**config.mk**
```make
export PLATFORM = sky130hd
export DESIGN_NAME = clk_div_sched
export DESIGN_NICKNAME = d
export VERILOG_FILES = /design/src/rtl/clk_div_sched.sv
export SDC_FILE = /design/constraint.sdc
export NUM_CORES = 1
export LEC_CHECK = 0
export ABC_CLOCK_PERIOD_IN_PS = 6300
export CAP_MARGIN = 20
export CORE_ASPECT_RATIO = 1.5
export CORE_MARGIN = 2
export CORE_UTILIZATION = 55
export DETAILED_ROUTE_END_ITERATION = 8
export MAX_ROUTING_LAYER = met4
export PLACE_DENSITY = 0.82
export SYNTH_ARGS = -nofsm -noshare
export SYNTH_HDL_FRONTEND = slang
export SYNTH_SLANG_ARGS = --single-unit
```
**constraint.sdc**
```tcl
create_clock -name clk -period 6.3 [get_ports clk]
set_input_delay 1.26 -clock clk [delete_from_list [all_inputs] [get_ports clk]]
set_output_delay 1.26 -clock clk [all_outputs]
set_load 0.05 [all_outputs]
```
**src/rtl/clk_div_sched.sv**
```systemverilog
// Programmable clock divider with a round-robin, glitch-free divisor-change scheduler.
// Define CLKDIV_ODD_EN to accept odd divisors (>=3); otherwise odd divisors are rejected.
module clk_div_sched #(
  parameter int CW       = 8,
  parameter int DV_RESET = 4
) (
  input  logic          clk,
  input  logic          rstn,
  input  logic          en,
  input  logic          req0,
  input  logic [CW-1:0] div0,
  output logic          ack0,
  input  logic          req1,
  input  logic [CW-1:0] div1,
  output logic          ack1,
  output logic          err,
  output logic          busy,
  output logic [CW-1:0] cur_div,
  output logic          clk_o,
  output logic          tick
);

  typedef enum logic [1:0] {IDLE, GRANT, WAIT_EDGE, DONE} state_t;

  state_t        state;
  logic [CW-1:0] count;
  logic [CW-1:0] pend;
  logic          gnt;   // requester owning the transaction in flight
  logic          rr;    // requester that wins a simultaneous request

  logic [CW-1:0] hi_len, lo_len, hi_term, lo_term, term;
  logic          fall, boundary, pend_ok, pick;

  // Odd divisors put the extra cycle in the high phase.
`ifdef CLKDIV_ODD_EN
  assign hi_len  = cur_div - (cur_div >> 1);
  assign pend_ok = (pend >= CW'(2));
`else
  assign hi_len  = cur_div >> 1;
  assign pend_ok = (pend >= CW'(2)) && !pend[0];
`endif
  assign lo_len   = cur_div >> 1;
  assign hi_term  = hi_len - CW'(1);
  assign lo_term  = lo_len - CW'(1);
  assign term     = clk_o ? hi_term : lo_term;
  assign fall     = en && clk_o && (count == hi_term);
  assign boundary = !en || fall;
  assign pick     = (req0 && req1) ? rr : req1;

  // NOTE: reset is synchronous, so it lives inside the clocked branch rather than the sensitivity list.
  always_ff @(posedge clk) begin
    if (!rstn) begin
      state   <= IDLE;
      count   <= '0;
      pend    <= '0;
      gnt     <= 1'b0;
      rr      <= 1'b0;
      cur_div <= CW'(DV_RESET);
      clk_o   <= 1'b0;
      tick    <= 1'b0;
      ack0    <= 1'b0;
      ack1    <= 1'b0;
      err     <= 1'b0;
      busy    <= 1'b0;
    end else begin
      ack0 <= 1'b0;
      ack1 <= 1'b0;
      err  <= 1'b0;

      if (!en) begin
        count <= '0;
        clk_o <= 1'b0;
        tick  <= clk_o;
      end else if (count == term) begin
        count <= '0;
        clk_o <= !clk_o;
        tick  <= clk_o;
      end else begin
        count <= count + CW'(1);
        tick  <= 1'b0;
      end

      case (state)
        IDLE: begin
          if (req0 || req1) begin
            gnt   <= pick;
            pend  <= pick ? div1 : div0;
            rr    <= !pick;
            busy  <= 1'b1;
            state <= GRANT;
          end
        end
        GRANT: begin
          if (pend_ok) begin
            state <= WAIT_EDGE;
          end else begin
            err   <= 1'b1;
            ack0  <= !gnt;
            ack1  <= gnt;
            state <= DONE;
          end
        end
        WAIT_EDGE: begin
          // Switching here never shortens a phase: the old high phase has just completed.
          if (boundary) begin
            cur_div <= pend;
            count   <= '0;
            clk_o   <= 1'b0;
            ack0    <= !gnt;
            ack1    <= gnt;
            state   <= DONE;
          end
        end
        DONE: begin
          busy  <= 1'b0;
          state <= IDLE;
        end
        default: state <= IDLE;
      endcase
    end
  end

endmodule

```
==> results_dict.tcl, run 1 <==
set metrics [dict create \
    worst-path-buf-inv 1 \
    ctsHoldBuffers 0 \
    hold_viol 0 \
    root_buffer "clkbuf_8" \
    hpwl_um 3030 \
    routedWlPerCell_um 14.5 \
    diodes 0 \
    reg2regPathDepth 8 \
    via_count 1528 \
    cts-htree-levels 2 \
    synth-edff-count 0 \
    power_density_nw_per_um2 316 \
    synth_ff_type "dfxtp_1" \
    port_buffers 34 \
    end_kind "output port" \
    grt_pass1_wl_um 6570 \
    syn_avg_cell_area_um2 9.10 \
    clkSinkCount 34 \
    postRouteAntennaNets 0 \
    die_x_um 50.5 \
    layout-drive-gt1-share_pct 6.93 \
    clockBufferDepth 2 \
    max_slew_margin_pct 49.2 \
    cp-start-kind "flop" \
    viasPerCell 5.64 \
    p_leak_nw 0.869 \
    r2r-start "cur_div[1]$_SDFFE_PN0P_" \
    grt_usage_pct 24.3 \
    drv_slew 0 \
    fmax_mhz 338 \
    fin_setup_tns_ns 0 \
    fin_crit_sh_pct 46.9 \
    critPathTopFamily "buffers and inverters" \
    cp_max_fo 5 \
    drv_cap 0 \
    syn_to_final_growth_pct 25.2 \
    synth.net_count 224 \
    holdPathEnd "cur_div[0]$_SDFFE_PN0P_" \
    cts_tree "built" \
    status "completed" \
    finalNetCount 258 \
    min-delay-start "cur_div[0]$_SDFFE_PN0P_" \
    mappedNetlistArea_um2 1780 \
    slowest_delay_ns 0.88 \
    clkLatencyLatePin_ns 0.29 \
    synth_cell_types 43 \
    drt_wl_total_um 3930 \
    hold_path_class "reg -> reg" \
    grt_max_degree 24 \
    ys_seq_area_share_pct 38.1 \
    fillerInstances 249 \
    crit_start "cur_div[4]$_SDFFE_PN0P_" \
    drtPass1Iterations 4 \
    core_um2 3130 \
    path_class "reg -> out" \
    gp_congestion 0.830 \
    start_util_pct 57.0 \
    timing.rr.end "cur_div[4]$_SDFFE_PN0P_" \
    die_area_um2 3730 \
    cts_setup_buffers 0 \
    setup_ws_ns 3.34 \
    tightest_slew_ns 0.760 \
    ir_drop_mv 0.238 \
    fin_skew_ns 0.00530 \
    post_cts_resized 0 \
    layout_common_cells "dfxtp_1 (34), clkdlybuf4s50_1 (34), nor2_1 (28)" \
    antenna_found_initial 0 \
    syn_inst 196 \
    pre_cts_slack_ns 3.27 \
    slowest_stage "clkdlybuf4s50_1" \
    cts.clk_slew.worst_paths_ns 0.07 \
    overflow 0 \
    cts_buffers 5 \
    drc 0 \
    synth.ff_latch_count 34 \
    die_h_um 73.8 \
    arrival_ns 1.70 \
    path_cells "clkdlybuf4s50_1" \
    min_path_cells 2 \
    rows 25 \
    rsz0062_at_grt "false" \
    ioPinCount 35 \
    async_flop_share_pct 0 \
    grt_pass1_vias 1490 \
    critPathRequiredTime_ns 5.04 \
    period_needed_ns 2.96 \
    reg2reg_slack_ns 3.71 \
    power.total_uw 707 \
    first_iter_violations 52 \
    yosysWarnings 0 \
    setup_violations 0 \
]
## flip-flops by register name, summed over array words and instances (netlist names), 2 cells and up
name / count
state: 2
cur_div: 8
count: 8
pend: 8
## kinds of logic after synthesis
group / synth area share [%]
flops: 38.1
mux: 5.61
xor+xnor: 8.28
fa+ha+maj: 4.91
buf+inv: 4.07
simple gates: 20.3
compound gates: 18.7
## routing by layer
layer | track usage (%) | routed length, µm | vias to the layer above
li1 | - | - | 757
met1 | 25.9 | 1560 | 721
met2 | 43.1 | 2120 | 43
met3 | 4.27 | 166 | 7
met4 | 11.4 | 83 | 0
met5 | - | 0 | -
## cell usage after synthesis (2+ instances only)
| master | count | area (µm²) |
|---|---|---|
| and3_1 | 2 | 12.5 |
| a21oi_1 | 3 | 15.0 |
| a22oi_1 | 9 | 67.6 |
| a21boi_1 | 2 | 15.0 |
| o21ai_0 | 2 | 10.0 |
| xor2_1 | 8 | 70.1 |
| o31ai_1 | 3 | 22.5 |
| mux2i_1 | 10 | 100 |
| nor2_1 | 28 | 105 |
| xnor2_1 | 7 | 61.3 |
| ha_1 | 7 | 87.6 |
| dfxtp_1 | 34 | 681 |
| inv_1 | 10 | 37.5 |
| nand2_1 | 23 | 86.3 |
| nand3_1 | 8 | 40.0 |
| o2111a_1 | 2 | 22.5 |
| clkbuf_1 | 5 | 18.8 |
| a22o_1 | 8 | 70.1 |
## worst max path at each step
stage                      endpoint  slack (ns)  cells after the start
CTS                      cur_div[4]        3.33                      1
detailed placement  rr$_SDFFE_PN0P_        3.27                      3
floorplan           ack0$_SDFF_PN0_        3.83                      9
finish                   cur_div[4]        3.34                      1
global placement    rr$_SDFFE_PN0P_        3.34                      3
global route             cur_div[4]        3.29                      1
## where the power goes
| group | internal (mW) | switching (mW) |
|---|---|---|
| registers | 0.248 | 0.0338 |
| clock network | 0.0878 | 0.0800 |
| logic | 0.107 | 0.150 |
## cell type report
type / count / area, µm² / area share [%]
multi-input combinational: 145 / 1030 / 46.1
sequential: 34 / 681 / 30.5
timing repair buffer: 34 / 340 / 15.2
clock buffer: 6 / 82.6 / 3.70
tap: 40 / 50.0 / 2.24
inverter: 10 / 37.5 / 1.68
clock inverter: 2 / 12.5 / 0.560
## metrics by stage
stage,util [%],cell area (µm²),instances,hold WS (ns)
after detailed placement,68.4,2140,263,0.473
after floorplan,-,1780,196,0.445
final,71.4,2230,271,0.487
after CTS,71.4,2230,271,0.486
after global routing,71.4,2230,271,0.501
after global placement,68.4,2140,263,0.462
(Power assumes the default switching activity.)
==> run 2, diff against run 1 <==
ABC_CLOCK_PERIOD_IN_PS = 2500   (was 6300)
CORE_UTILIZATION = 46   (was 55)
PLACE_DENSITY = 0.73   (was 0.82)
clock period = 2.5 ns   (was 6.3 ns; I/O delays follow)
==> run 2 against run 1 <==
Via count hardly changed. Sequential share of layout area is 1.3 points lower. Clock skew shrank 0.00052 ns. Worst hold slack got worse by 0.011 ns. Non-clock buffer count rose by 7. Setup slack got worse by 3.1 ns. Critical path type is now reg -> reg. Highest routed layer unchanged.
==> results_dict.tcl, run 2 (synthesized netlist as in run 1, its figures left out) <==
set metrics [dict create \
    status "completed" \
    cts-htree-levels 2 \
    port_buffers 34 \
    largestRegisters "count (8), cur_div (8), pend (8)" \
    fin_skew_ns 0.00478 \
    cts_tree "built" \
    drv_slew 0 \
    whs_ns 0.476 \
    cts_buffers 5 \
    slowest_delay_ns 0.42 \
    drtPass1Iterations 4 \
    drc 0 \
    clkLatencyLatePin_ns 0.29 \
    core_um2 3680 \
    rsz0062_at_grt "false" \
    cts.clk_slew.worst_paths_ns 0.07 \
    p_leak_nw 0.925 \
    overflow 0 \
    drv_cap 0 \
    hold_path_class "reg -> reg" \
    ioPinCount 35 \
    hpwl_um 2910 \
    hold_viol 0 \
    grt_max_degree 16 \
    slowest_stage "dfxtp_1" \
    layout-drive-gt1-share_pct 9.66 \
    antenna_found_initial 0 \
    routedWlPerCell_um 13.2 \
    cp-start-kind "flop" \
    rows 27 \
    critPathTopFamily "simple AND/OR/NAND/NOR gates" \
    via_count 1529 \
    cts_setup_buffers 0 \
    grt_pass1_wl_um 6240 \
    critPathRequiredTime_ns 2.72 \
    arrival_ns 2.52 \
    grt_pass1_vias 1398 \
    clkSinkCount 34 \
    power_density_nw_per_um2 846 \
    path_cells "inv_1 -> ha_1 -> nor3b_2 -> xnor2_1 -> nor3_1 -> nand3_2 -> o32ai_4 -> buf_4 -> mux2i_1" \
    tightest_slew_ns 0.508 \
    post_cts_resized 0 \
    gp_congestion 0.776 \
    layout_common_cells "dfxtp_1 (34), clkdlybuf4s50_1 (34), nor2_1 (28)" \
    die_area_um2 4400 \
    grt_usage_pct 20.3 \
    postRouteAntennaNets 0 \
    die_x_um 54.9 \
    clockBufferDepth 2 \
    fin_crit_sh_pct 92.1 \
    ir_drop_mv 0.626 \
    fmax_mhz 434 \
    end_kind "flop" \
    first_iter_violations 22 \
    fin_setup_tns_ns 0 \
    root_buffer "clkbuf_8" \
    syn_to_final_growth_pct 30.8 \
    drt_wl_total_um 3720 \
    period_needed_ns 2.30 \
    viasPerCell 5.44 \
    die_h_um 80.3 \
    ctsHoldBuffers 0 \
    path_class "reg -> reg" \
    power.total_mw 1.98 \
    worst-path-buf-inv 2 \
    diodes 0 \
    start_util_pct 48.5 \
    finalNetCount 265 \
    cp_max_fo 8 \
    setup_violations 0 \
    max_slew_margin_pct 66.0 \
]
[run 2: changes by cell type in the layout (fill, tap and decap cells not counted)]
cell,before,now
buf_4,0,7
bufinv_16,0,2
clkbuf_8,6,5
clkinv_2,1,0
clkinv_4,0,1
clkinvlp_4,1,0
[run 2: path summary, 6_finish.rpt]
kind,from,to,slack (ns),cells after the start
setup / recovery,cur_div[2]$_SDFFE_PN1P_,cur_div[7]$_SDFFE_PN0P_,0.20,9
hold / removal,cur_div[0]$_SDFFE_PN0P_,cur_div[0]$_SDFFE_PN0P_,0.48,2
setup reg to reg,cur_div[2]$_SDFFE_PN1P_,cur_div[7]$_SDFFE_PN0P_,0.20,9
hold reg to reg,cur_div[0]$_SDFFE_PN0P_,cur_div[0]$_SDFFE_PN0P_,0.48,2
[run 2: routing by layer]
layer / vias up / routed length [µm] / part of all wire (%) / global-route usage [%]
li1: 776 / - / - / -
met1: 700 / 1470 / 39 / 21.4
met2: 41 / 1980 / 53 / 33.5
met3: 12 / 155 / 4.2 / 4.65
met4: 0 / 123 / 3.3 / 11.5
met5: - / 0 / 0 / -
[run 2: per-stage QoR]
stage	utilization [%]	cell area, µm²	cells	setup slack (ns)
final	63.4	2330	281	0.198
after detailed placement	59.6	2200	273	0.178
after floorplan	-	1780	196	0.0341
after global placement	59.6	2200	273	0.313
after global routing	63.4	2330	281	0.00424
after CTS	63.4	2330	281	0.157
[run 2: cell type report]
| type | count | area (µm²) |
|---|---|---|
| multi-input cells | 145 | 1030 |
| inverters | 10 | 37.5 |
| repair buffers | 41 | 393 |
| clock inverters | 3 | 68.8 |
| well taps | 43 | 53.8 |
| clock buffers | 5 | 68.8 |
| fillers | 318 | 1350 |
| flip-flops and latches | 34 | 681 |
[run 2: worst reg2reg max path, cell delays in order (launching register included)]
cell and delay [ns]:
dfxtp_1 0.42, inv_1 0.07, ha_1 0.24, nor3b_2 0.18, xnor2_1 0.13, nor3_1 0.24
nand3_2 0.17, o32ai_4 0.33, buf_4 0.24, mux2i_1 0.21
[run 2: where the power goes]
part	internal [mW]	total [mW]	switching (mW)
logic	0.289	0.658	0.369
registers	0.626	0.704	0.0786
clock network	0.399	0.613	0.214
total	1.31	1.98	0.661
